### config.mk
export PLATFORM = sky130hd
export DESIGN_NAME = shared_res_sched
export DESIGN_NICKNAME = d
export VERILOG_FILES = /design/src/rtl/shared_res_sched.sv
export SDC_FILE = /design/constraint.sdc
export NUM_CORES = 1
export LEC_CHECK = 0
export BUFFER_PORTS_ARGS = -buffer_cell sky130_fd_sc_hd__buf_2
export CORE_MARGIN = 2
export CORE_UTILIZATION = 51
export DETAILED_ROUTE_END_ITERATION = 6
export MAX_ROUTING_LAYER = met4
export PLACE_DENSITY = 0.72
export SETUP_SLACK_MARGIN = 0.02
export SYNTH_ARGS = -nofsm -noshare
export SYNTH_HDL_FRONTEND = slang
export SYNTH_SLANG_ARGS = --single-unit
### constraint.sdc
create_clock -name clk -period 4.6 [get_ports clk]
set_clock_uncertainty 0.15 [all_clocks]
set_input_delay 0.23 -clock clk [delete_from_list [all_inputs] [get_ports clk]]
set_output_delay 0.23 -clock clk [all_outputs]
set_load 0.02 [all_outputs]
### src/rtl/shared_res_sched.sv
// Round-robin owner scheduler for a shared resource: one-hot grant, bounded
// hold time with forced revocation, and a mandatory idle gap between owners.
module shared_res_sched #(
  parameter int N_REQ    = 3,
  parameter int MAX_HOLD = 16
) (
  input  logic             clk,
  input  logic             rst,
  input  logic [N_REQ-1:0] req,
  output logic [N_REQ-1:0] gnt,
  output logic [1:0]       gnt_id,
  output logic             busy,
  output logic             tmo
);

  // state  | meaning
  // S_IDLE | no owner; arbitrate among active requests
  // S_OWN  | grant held; hold counter runs while owner keeps req high
  // S_GAP  | single all-zero cycle after release or revocation
  typedef enum logic [1:0] {S_IDLE, S_OWN, S_GAP} state_e;

  localparam int CW = (MAX_HOLD > 2) ? $clog2(MAX_HOLD) : 1;
  localparam logic [N_REQ-1:0] ONE = {{(N_REQ-1){1'b0}}, 1'b1};
  localparam logic [CW-1:0] HOLD_LAST = CW'(MAX_HOLD - 1);

  state_e           state_q, state_d;
  logic [CW-1:0]    cnt_q, cnt_d;
  logic [1:0]       last_q, last_d;
  logic             ready_q;
  logic [N_REQ-1:0] gnt_q, gnt_d;
  logic [1:0]       id_q, id_d;
  logic             busy_q;
  logic             tmo_q, tmo_d;

  logic             win_vld;
  logic [1:0]       win_idx;
  logic [2:0]       cand;
  logic             own_req;
  logic             hold_done;

  // Search starts one past the previous owner and wraps.
  always_comb begin
    win_vld = 1'b0;
    win_idx = last_q;
    cand    = '0;
    for (int i = 0; i < N_REQ; i++) begin
      cand = {1'b0, last_q} + 3'd1 + 3'(i);
      if (cand >= 3'(N_REQ)) cand = cand - 3'(N_REQ);
      if (!win_vld && req[cand[1:0]]) begin
        win_vld = 1'b1;
        win_idx = cand[1:0];
      end
    end
  end

  assign own_req   = req[last_q];
  assign hold_done = (cnt_q == HOLD_LAST);

  // ready_q holds off arbitration for the first edge after reset release.
  always_ff @(posedge clk or negedge rst) begin
    if (!rst) begin
      state_q <= S_IDLE;
      cnt_q   <= '0;
      last_q  <= 2'(N_REQ - 1);
      ready_q <= 1'b0;
      gnt_q   <= '0;
      id_q    <= '0;
      busy_q  <= 1'b0;
      tmo_q   <= 1'b0;
    end else begin
      state_q <= state_d;
      cnt_q   <= cnt_d;
      last_q  <= last_d;
      ready_q <= 1'b1;
      gnt_q   <= gnt_d;
      id_q    <= id_d;
      busy_q  <= |gnt_d;
      tmo_q   <= tmo_d;
    end
  end

  always_comb begin
    state_d = state_q;
    cnt_d   = cnt_q;
    last_d  = last_q;
    case (state_q)
      S_IDLE: begin
        if (ready_q && win_vld) begin
          state_d = S_OWN;
          cnt_d   = '0;
          last_d  = win_idx;
        end
      end
      S_OWN: begin
        if (!own_req || hold_done) state_d = S_GAP;
        else                       cnt_d   = cnt_q + CW'(1);
      end
      S_GAP:   state_d = S_IDLE;
      default: state_d = S_IDLE;
    endcase
  end

  // A release in the threshold cycle wins over the timeout.
  always_comb begin
    gnt_d = gnt_q;
    id_d  = id_q;
    tmo_d = 1'b0;
    case (state_q)
      S_IDLE: begin
        if (ready_q && win_vld) begin
          gnt_d = ONE << win_idx;
          id_d  = win_idx;
        end
      end
      S_OWN: begin
        if (!own_req || hold_done) begin
          gnt_d = '0;
          id_d  = '0;
          tmo_d = own_req;
        end
      end
      default: begin
        gnt_d = '0;
        id_d  = '0;
      end
    endcase
  end

  assign gnt    = gnt_q;
  assign gnt_id = id_q;
  assign busy   = busy_q;
  assign tmo    = tmo_q;

endmodule

After elaboration in Yosys (flattened, before gate mapping). Index checks and enable logic that the tools add are counted.

Output and inout bits: 7. Flip-flop bits (word level): 16.

Add/sub/neg operators: 7. Shift operators: 1. $lt $le $gt $ge: 7. Reduce and logical (&&, ||, !) cells: 13. Equal/unequal tests: 5. Mux-type cells: 31.

Operators with widths (number): $mux 2 (10); $lt 2x3->1 const B (4); $ge 3x2->1 const B (3); $mux 1 (9); $bmux 1 s2 (4); $mux 4 (2); $pmux 2 s2 (2); $pmux 4 s2 (1); $mux 3 (2); $ne 2x2->1 const B (3); $pmux 3 s2 (1); $sub 2x2->2 const B (3); $add 4x1->4 const B (1); $eq 4x4->1 const B (1); $reduce_and 2->1 (2); $add 2x1->3 const B (1); $add 3x1->3 const B (1); $add 3x2->3 const B (1); $logic_and 1x1->1 (3); $logic_not 1->1 (3); $reduce_and 3->1 (1); $reduce_or 3->1 (1); $shl 1x2->3 const A (1); $eq 2x1->1 const B (1); other kinds (3) (3).

Depth between registers and ports, before layout. Gate-level depths: netlist of run 1.

Depth after elaboration: 16. Mapped depth: 8. Gate-level depth less buffers: 7.

Least setup slack after synthesis of run 1. Ideal clock, no wire load.

Path kind: register to register. Start: register last_q[1]. End: register gnt_q[2], in the netlist gnt[2]. Library setup time: 0.125 ns. Setup slack: 1.935 ns. Cell stages (with the launch flop): 9. Data required time: 4.325 ns. Buffers on the path: 1. Arrival time: 2.389 ns. Cells stage by stage: dfstp_2 -> inv_1 -> ha_1 -> buf_6 -> mux2_4 -> a222oi_1 -> o21ai_0 -> nand4_1 -> a2bb2o_1.

Cells in the longest elaborated chain, start to end: 15. Elaborated cells on any way between the ends: 37. Classes of those cells: add/sub (6); order compare (3); shift (1); mux (20); reduce/logical (7).

RTL lines: start, declared (RTL line 28) `logic [1:0] last_q, last_d;`; start signal, assigned (RTL line 64) `last_q <= 2'(N_REQ - 1);`; start signal, assigned (RTL line 73) `last_q <= last_d;`; branches (longest 14 deep; another with $add 2x1->3); $pmux 3 s2 * (RTL line 108) `case (state_q)`; via gnt_d[2] (RTL line 30) `logic [N_REQ-1:0] gnt_q, gnt_d;`; end signal, assigned (RTL line 75) `gnt_q <= gnt_d;`; end, declared (RTL line 30).

Mark *: on every way through the listed nets, which the timed path passes. The select of a mux whose other input is x is not followed. A chain may end at the register's enable or synchronous reset.

Final worst setup path of run 1. Ends and elaborated chain as after synthesis.

==> run metrics, run 1 <==
Sum Neg Setup Slack=0 ns; TritonCTS clock tree=done; Crit Path Max Fanout=11; syn nets=102; status=finished clean; htree depth=1; initial drt markers=13; # DRC=0; Sink Count=16; Post-DP HPWL=1.34 mm; Final setup viols=0; metal2 WL=867 µm; Max-Cap Viols=0; CP Data Arrival Time=3.12 ns; latest clock arrival within the worst-skew pair=0.29 ns; share of cells above drive strength 1=roughly a quarter; Yosys warning total=0; endpoints failing hold=0; filler instances=approximately 140; GP Congestion=0.903; Die H=between 40 and 50 µm; Netlist cell types=32; final hold slack=0.218 ns; die area=2160 µm²; drt pass-1 iters=4; ant diodes=0; Crit Path Category=flop to flop; highest metal used=met4; Syn Inst Count=93; Lkg Pwr=0.516 nW; Worst setup EP type=flop; Via-to-Cell Ratio=roughly 5.7; # IOs=12; largest net degree at the start of global routing=17; met3 wire length=56 µm; # port buffers=11; final period utilization=roughly two thirds; fin crit period=a little over 3 ns; Die X-Extent=46.5 µm; Max Fclk=between 0.3 and 0.4 GHz; RSZ-0062 raised after global routing=no; CTS resizes=0; Slew headroom=roughly 56%; GRT Overall Usage=20.9%; number of global-route vias before repair=697; worst hold path class=input port to asynchronous set/reset pin; TritonCTS buffer count=3; flop2flop setup slack=1.50 ns; final net count=118; Mapped Area=~920 µm²; CP Data Required Time=between 4 and 5 ns; Syn Area/Cell=9.89 µm²; pins over their slew limit=0; routed wire length=1.75 mm; clock slew at reported path FFs=0.10 ns; core box area=between 1500 and 2000 µm²; peak supply drop=0.410 mV; global-route wire length before repair=about 3.1 mm; grt ovf=0; M1 WL=806 µm; ANT nets after route=0; Initial Utilization=53.8%; cell row count=15; Clock Path Buffers=2; Synth Register Bits=16; post-synthesis sequential area ratio=43.7%; initial antenna violation count=0; DR WL/cell=about 13 µm; post-CTS setup buffer count=0; Clock Root Buffer=clkbuf_4; Cell Pwr Density=679 nW/µm²; total number of vias=752; CP Launch Type=flop; Slew @ Worst Pin=0.662 ns; P&R area growth vs syn=13.2%
-- registers in the layout, summed over array words and instances, names as in the netlist --
register and flops:
gnt_id 2, ready_q 1, tmo 1, gnt 3
state_q 2, busy 1, last_q 2, cnt_q 4
-- routing by layer --
layer,global-route usage [%],up-vias
li1,-,369
met1,26.8,368
met2,32.8,11
met3,3.53,4
met4,8.57,0
met5,-,-
-- worst max-delay path: stages (launching register included) --
cell,delay (ns)
dfstp_2,0.57
inv_1,0.09
ha_1,0.51
mux2_2,0.38
a222oi_1,0.58
o21ai_0,0.24
nand3_1,0.18
a2bb2o_1,0.29
-- synthesized netlist by cell type --
library cell  instances  area share [%]
buf_6                 1             1.2
ha_1                  4             5.4
nor3b_1               1            0.82
a21oi_1               7             3.8
mux2i_1               2             2.2
or3_1                 2             1.4
dfstp_2               1             2.9
nand3_1               6             3.3
and3_1                1            0.68
nor2_1                5             2.0
inv_1                 6             2.4
or2_2                 1            0.68
a21o_2                4             3.8
o221ai_1              1            0.95
mux2_2                2             2.4
a22o_1                3             2.9
o211ai_1              1            0.82
o21ai_0               6             3.3
nand2b_1              2             1.4
nand2_1               7             2.9
a2bb2o_1              2             2.2
xor2_1                1            0.95
a222oi_1              1             1.1
nand4_1               2             1.4
a211oi_4              1             2.2
nor2b_1               2             1.4
mux2_4                1             1.6
and3_2                1            0.82
and2_1                1            0.68
dfrtp_1              15              41
o22ai_1               2             1.4
conb_1                1            0.41
-- cell families (layout without fill, tap and decap cells) --
family | count (synthesis) | count (layout) | synth area share, %
AO/OA/AOI/OAI | 28 | 28 | 22.3
multiplexers | 5 | 5 | 6.26
adder cells (fa/ha/maj) | 4 | 4 | 5.44
other | 1 | 1 | 0.408
AND/OR/NAND/NOR | 31 | 31 | 17.3
flip-flops | 16 | 16 | 43.7
XOR/XNOR | 1 | 1 | 0.953
buffers and inverters | 7 | 22 | 3.67
-- layout make-up --
cell class | instances | area [µm²] | share of cell area (%)
clock buffers | 4 | 36.3 | 3.49
inverters | 6 | 22.5 | 2.16
multi-input cells | 70 | 484 | 46.5
flip-flops and latches | 16 | 402 | 38.6
well taps | 25 | 31.3 | 3.00
repair buffers | 12 | 65.1 | 6.25
-- where the power goes --
part | internal [mW] | leakage [nW] | switching, mW
Combinational | 0.165 | 0.288 | 0.224
Clock | 0.0483 | 0.0210 | 0.0447
Sequential | 0.185 | 0.207 | 0.0399
-- placed cells by master (no fill, tap or decap), types with 3 or more instances in the layout --
master | synthesis | final
clkbuf_4 | 0 | 3
dfrtp_1 | 15 | 15
nand2_1 | 7 | 7
nand3_1 | 6 | 6
buf_2 | 0 | 11
o21ai_0 | 6 | 6
ha_1 | 4 | 4
a21o_2 | 4 | 4
a21oi_1 | 7 | 7
inv_1 | 6 | 6
nor2_1 | 5 | 5
a22o_1 | 3 | 3
-- timing repair --
action,4_1_cts,5_1_grt
hold buffers,1,0
setup endpoints to repair,0,0
endpoints found under the hold margin,16,0
-- per-stage QoR --
step / instances / power [mW] / util (%) / area (µm²) / setup slack (ns)
after floorplan: 93 / 0.543 / - / 920 / 1.94
after global placement: 128 / 0.606 / 58.2 / 995 / 1.64
after detailed placement: 128 / 0.614 / 58.2 / 995 / 1.54
after CTS: 133 / 0.709 / 61.0 / 1040 / 1.51
after global routing: 133 / 0.769 / 61.0 / 1040 / 1.20
final: 133 / 0.707 / 61.0 / 1040 / 1.50
-- final timing paths --
| check | from | end | depth (start not counted) |
|---|---|---|---|
| setup / recovery | last_q[1] | gnt[2] | 7 |
| min in group clk | req[1] | tmo | 5 |
| max in group asynchronous | rst | last_q[1] | 2 |
| hold reg to reg | gnt_id[1] | gnt_id[1] | 1 |
| hold / removal | rst | tmo | 2 |
| setup reg to reg | last_q[1] | gnt[2] | 7 |
(Power assumes the default switching activity.)
==> run 2: changes to the inputs <==
Settings changed: ABC_AREA set to 1.
Clock period 4.6 ns to 2.9 ns, I/O delays scaled along.
==> run 2 against run 1 <==
  * Critical path depth rose by 7
  * Cell count is 24% higher
  * Utilization rose by 0.062 points
  * Die area grew 1.1%
  * Sequential power grew 48%
  * Sequential cell count unchanged
  * Sequential share of layout area shrank 0.46 points
  * Non-clock buffer count unchanged
  * Area after synthesis up 1.2%
==> run metrics, run 2 <==
Worst setup EP type=flop; Largest register FFs=4 (unchanged); largest family of logic cells by synthesized area=simple AND/OR/NAND/NOR gates; Post-DP HPWL=1.31 mm (-2.8%); sequential share of power=28.0% (-3.8 points); Multi-input gate area=462 µm² (-4.7%); P&R area growth vs syn=13.2% (about the same); final net count=150 (+27%); Final Util=61.0% (+0.062 points); Net Sw Frac=51.0% (+7.3 points); endpoints failing hold=0 (unchanged); Die X-Extent=46.7 µm (+0.56%); Sink Count=16 (unchanged); grt ovf=0 (unchanged); Die H=46.7 µm (+0.56%); CP Data Arrival Time=2.32 ns (-0.80 ns); filler instances=161 (+17%); most frequent cells in the layout=nand2_1 (37), nand3_1 (17), inv_1 (15), dfrtp_1 (15), buf_2 (11); number of global-route vias before repair=734 (+5.3%); Syn Area/Cell=7.51 µm² (-24%); Syn Inst Count=124 (+33%); ant diodes=0 (unchanged); TritonCTS clock tree=done; leading area contributor after synthesis=dfrtp_1; Via-to-Cell Ratio=4.77 (-16%); worst hold path class=input port to asynchronous set/reset pin; post-synthesis xor/xnor area fraction=0% (-0.95 points); Netlist cell types=17 (-47%); Reg with most FFs=cnt_q; total number of vias=787 (+4.7%); busiest layer in global routing=met2; largest net degree at the start of global routing=17 (unchanged); DR WL/cell=10.3 µm (-22%); Sum Neg Setup Slack=0 ns (unchanged); Clock Root Buffer=clkbuf_4; main flop type after synthesis=dfrtp_1; met2 Use GR=28.6% (-4.2 points); initial antenna violation count=0 (unchanged); Synth Area in Adders=5.38% (-0.066 points); grt met3 use=7.06% (+3.5 points); CP Launch Type=flop; GRT Overall Usage=19.6% (-1.3 points); GP Congestion=0.939 (+4.0%); most numerous cell in the Yosys netlist=nand2_1; drt pass-1 iters=4 (unchanged); status=finished clean; routed wire length=1.70 mm (-3.1%); syn nets=133 (+30%); most frequent cells after synthesis=nand2_1 (37), nand3_1 (17), dfrtp_1 (15), inv_1 (15), nand2_2 (9); Post-synth EDFFs=0 (unchanged); Max-Cap Viols=0 (unchanged); Clock Power Share=10.1% (-3.0 points); Area contributors post-synth=dfrtp_1 (40%), nand2_1 (15%), nand3_1 (9.1%), inv_1 (6.0%), nand2_2 (6.0%); top cell type's share of synthesized area=40.3% (-0.49 points); core box area=1730 µm² (+1.1%); peak supply drop=0.516 mV (+26%); CP Data Required Time=2.94 ns (-1.68 ns); final hold slack=0.129 ns (-0.0881 ns); Lkg Pwr=0.586 nW (+14%); Synth Register Bits=16 (unchanged); final period utilization=78.7% (+11 points); TritonCTS buffer count=3 (unchanged); Crit Path Category=flop to flop; CTS resizes=0 (unchanged); pins over their slew limit=0 (unchanged); Mapped Area=931 µm² (+1.2%); Yosys warning total=0 (unchanged); Initial Utilization=53.9% (+0.067 points); Pwr Total=1.19 mW (+68%); ANT nets after route=0 (unchanged); Clock Path Buffers=2 (unchanged); # port buffers=11 (unchanged); Cell Pwr Density=1130 nW/µm² (+66%); RSZ-0062 raised after global routing=no; share of cells above drive strength 1=22.9% (-1.2 points); met1 track demand over resource=24.4% (-2.4 points); internal power=0.584 mW (+47%); # DRC=0 (unchanged); htree depth=1 (unchanged); post-synthesis sequential area ratio=43.1% (-0.53 points); Simple-Gate Fraction of Synth Area=38.3% (+21 points); global-route wire length before repair=2.92 mm (-4.7%); post-CTS setup buffer count=0 (unchanged); latest clock arrival within the worst-skew pair=0.29 ns (about the same); logic gate share of total power=61.9% (+6.8 points); clock slew at reported path FFs=0.09 ns (about the same); Crit Path Max Fanout=7 (-4); die area=2180 µm² (+1.1%); # IOs=12 (unchanged); register area=402 µm² (unchanged); fin crit period=2.28 ns (-0.815 ns); sw power=0.608 mW (+97%); Async SR Flop Fraction=100% (unchanged); Max Fclk=0.438 GHz (+36%); Synth Area in Compound Gates=5.51% (-17 points); cell row count=15 (unchanged); CTS Hold Bufs=1 (unchanged); post-synthesis mux area share=0% (-6.3 points); commonest non-fill, non-tap cell in the layout=nand2_1; Final setup viols=0 (unchanged); initial drt markers=35 (+22)
-- run 2: changes by cell type after synthesis, sizes merged, moves of 3 or more --
| cell | previous run | this run |
|---|---|---|
| a21oi | 7 | 3 |
| nor2 | 5 | 9 |
| a22o | 3 | 0 |
| nand2 | 7 | 46 |
| nand3 | 6 | 20 |
| inv | 6 | 18 |
| a21o | 4 | 0 |
| mux2 | 3 | 0 |
-- run 2: per-layer routing --
layer / part of all wire [%] / routed length (µm)
met2: 43 / 726
met1: 51 / 860
met5: 0 / 0
met4: 1.5 / 25
met3: 4.9 / 84
-- run 2: worst paths after layout --
check | start | to | slack (ns) | cells past startpoint
max reg2reg | last_q[0] | busy | 0.62 | 14
min reg2reg | gnt_id[0] | gnt_id[0] | 0.32 | 2
min | rst | last_q[0] | 0.13 | 2
min in group clk | req[2] | tmo | 0.15 | 5
max | last_q[0] | busy | 0.62 | 14
max in group asynchronous | rst | last_q[1] | 2.16 | 2
-- run 2: kinds of logic (layout without fill, tap and decap cells) --
| group | count (synthesis) | after routing |
|---|---|---|
| other | 1 | 1 |
| AOI/OAI and AO/OA | 9 | 9 |
| adders and majority gates | 4 | 4 |
| and+or+nand+nor | 76 | 76 |
| buffers and inverters | 18 | 34 |
| DFF | 16 | 16 |
-- run 2: worst max-delay path, cell delays in order, from the launching register on --
cell and delay [ns]:
dfrtp_1 0.44, inv_1 0.15, ha_1 0.43, inv_2 0.13
nand2_1 0.05, nand2_1 0.09, nand2_1 0.07, nand2_2 0.11
nand2_1 0.08, nand2_1 0.08, nand3_1 0.10, nand3_2 0.12
nand2_2 0.06, nor2_1 0.08, nand2_1 0.05
-- run 2: through the flow --
step	instances	setup WS (ns)	area, µm²
floorplan	124	0.845	931
global placement	160	0.658	1020
detailed placement	160	0.645	1020
CTS	165	0.646	1050
global route	165	0.380	1050
finish	165	0.618	1050
-- run 2: power groups by stage --
stage | registers, mW | clock network [mW] | logic, mW
after floorplan | 0.360 | 0 | 0.563
after global placement | 0.335 | 0 | 0.721
after CTS | 0.332 | 0.123 | 0.736
final | 0.334 | 0.120 | 0.738
after global routing | 0.343 | 0.135 | 0.853
after detailed placement | 0.337 | 0 | 0.731
-- run 2: final cells by class --
type | count | area share [%]
clock buffer | 4 | 2.49
inverter | 18 | 6.41
multi-input combinational | 90 | 43.8
sequential | 16 | 38.1
tap | 25 | 2.97
timing repair buffer | 12 | 6.18
==> run 3: changes to the inputs <==
Clock period 2.9 ns to 2.1 ns, I/O delays scaled along.
==> run 3 against run 2 <==
  * The flow now finishes with violations (negative setup slack)
  * Critical path depth shrank 1
  * Clock-buffer cell count is the same
  * Combinational power grew 120%
  * Non-clock buffer count grew 13
  * Critical path type unchanged
  * Utilization grew 13 points
  * Setup slack lost 0.69 ns
  * First-iteration DRC count shrank 54%
==> run metrics, run 3 (same netlist as run 2, synthesis figures left out) <==
GRT Overall Usage=22.3% (+2.7 points); die area=2180 µm² (unchanged); latest clock arrival within the worst-skew pair=0.29 ns (about the same); # IOs=12 (unchanged); peak supply drop=0.938 mV (+82%); Reg2Reg Depth=13 (-1); htree depth=1 (unchanged); TritonCTS clock tree=done; Die X-Extent=46.7 µm (unchanged); fin crit period=2.17 ns (-0.114 ns); global-route wire length before repair=3.33 mm (+14%); register area=402 µm² (unchanged); Clock Path Buffers=2 (unchanged); ant diodes=0 (unchanged); pins over their slew limit=0 (unchanged); largest net degree at the start of global routing=17 (unchanged); Reg with most FFs=cnt_q; Initial Utilization=53.9% (unchanged); total number of vias=898 (+14%); GP Congestion=0.908 (-3.3%); share of cells above drive strength 1=46.4% (+24 points); RR Startpoint=last_q[1]; final period utilization=103% (+25 points); routed wire length=2.21 mm (+30%); Crit Path Max Fanout=7 (unchanged); Worst setup EP type=flop; drt pass-1 iters=4 (unchanged); Sink Count=16 (unchanged); Clock Root Buffer=clkbuf_4; Via-to-Cell Ratio=5.04 (+5.8%); worst hold path class=input port to asynchronous set/reset pin; initial drt markers=16 (-54%); Die H=46.7 µm (unchanged); most frequent cells in the layout=nand2_1 (24), nand2_2 (19), dfrtp_1 (15); grt ovf=0 (unchanged); DR WL/cell=12.4 µm (+20%); flop2flop setup slack=-0.07 ns (-0.69 ns); Final setup viols=10 (+10); CP Launch Type=flop; CP Data Required Time=2.14 ns (-0.80 ns); initial antenna violation count=0 (unchanged); commonest non-fill, non-tap cell in the layout=nand2_1; Max-Cap Viols=0 (unchanged); cell row count=15 (unchanged); FF-to-FF End=busy; filler instances=142 (-12%); CP Data Arrival Time=2.21 ns (-0.11 ns); RSZ-0062 raised after global routing=yes; status=complete, but fails checks; Max Fclk=0.461 GHz (+5.3%); core box area=1730 µm² (unchanged); failing checks=negative setup slack; number of global-route vias before repair=802 (+9.3%); Final Util=73.8% (+13 points); Crit Path Category=flop to flop; # DRC=0 (unchanged); final worst slack=-0.0682 ns (-0.686 ns); P&R area growth vs syn=36.8%; Largest register FFs=4 (unchanged); clock slew at reported path FFs=0.09 ns (about the same); Placement Cell Area=1100 µm² (+8.1%); TritonCTS buffer count=3 (unchanged); final net count=163 (+8.7%); Cell Pwr Density=1770 nW/µm² (+57%); Post-DP HPWL=1.40 mm (+7.6%); Pwr Total=2.26 mW (+89%); endpoints failing hold=0 (unchanged); Multi-input gate area=572 µm² (+24%); Lkg Pwr=0.677 nW (+15%); cell area after layout=1270 µm² (+21%); ANT nets after route=0 (unchanged); # port buffers=11 (unchanged); Setup crit start=last_q[1]
[run 3: changes by cell type in the layout (fill, tap and decap cells not counted), sizes merged]
cell	delta
buf	+13
[run 3: worst max-delay path, stage by stage, from the launching register on]
cell	delay, ns
dfstp_2	0.56
inv_2	0.05
ha_4	0.31
inv_4	0.06
nand2_2	0.06
nand2_2	0.06
a21oi_2	0.21
nand3_4	0.13
nand3_4	0.11
inv_2	0.07
nand3_2	0.10
nand2_2	0.06
nor2_2	0.08
nand2_2	0.05
[run 3: cell type report]
class                           count  area share [%]
Multi-Input combinational cell     90            44.9
Inverter                           18            5.50
Timing Repair Buffer               25            12.8
Sequential cell                    16            31.5
Tap cell                           25            2.46
Clock buffer                        4            2.85
[run 3: where the power goes]
group	total, mW	leakage (nW)	internal (mW)	switching [mW]
combinational	1.60	0.447	0.621	0.976
clock	0.206	0.0210	0.106	0.101
sequential	0.453	0.209	0.409	0.0439
[run 3: worst max path at each step]
stage / end / slack (ns) / cells after the start
after floorplan: busy / 0.04 / 14
after global placement: busy / -0.02 / 14
after detailed placement: busy / -0.07 / 15
after CTS: busy / 0.007 / 13
after global routing: busy / -0.19 / 13
final: busy / -0.07 / 13
[run 3: repair_timing]
item                       CTS  global route
hold buffers                 1             0
hold endpoints to repair    16             0
resized for setup            3            31
pin swaps                    0            16
setup endpoints to repair   11            12
setup buffers                0             2
[run 3: metal layers]
| layer | up-vias | global-route usage [%] | share of wire [%] |
|---|---|---|---|
| li1 | 449 | - | - |
| met1 | 406 | 26.9 | 41 |
| met2 | 32 | 37.2 | 51 |
| met3 | 11 | 3.53 | 4.0 |
| met4 | 0 | 8.33 | 3.2 |
| met5 | - | - | 0 |
[run 3: stage by stage]
stage	std cells	hold slack (ns)	setup slack, ns	TNS [ns]
6_report	178	0.0856	-0.0682	-0.236
3_5_place_dp	171	-0.116	-0.0698	-0.291
4_1_cts	176	0.102	0.00683	0
5_1_grt	178	0.122	-0.195	-1.47
2_1_floorplan	124	-0.341	0.0447	0
3_3_place_gp	171	-0.123	-0.0162	-0.0162
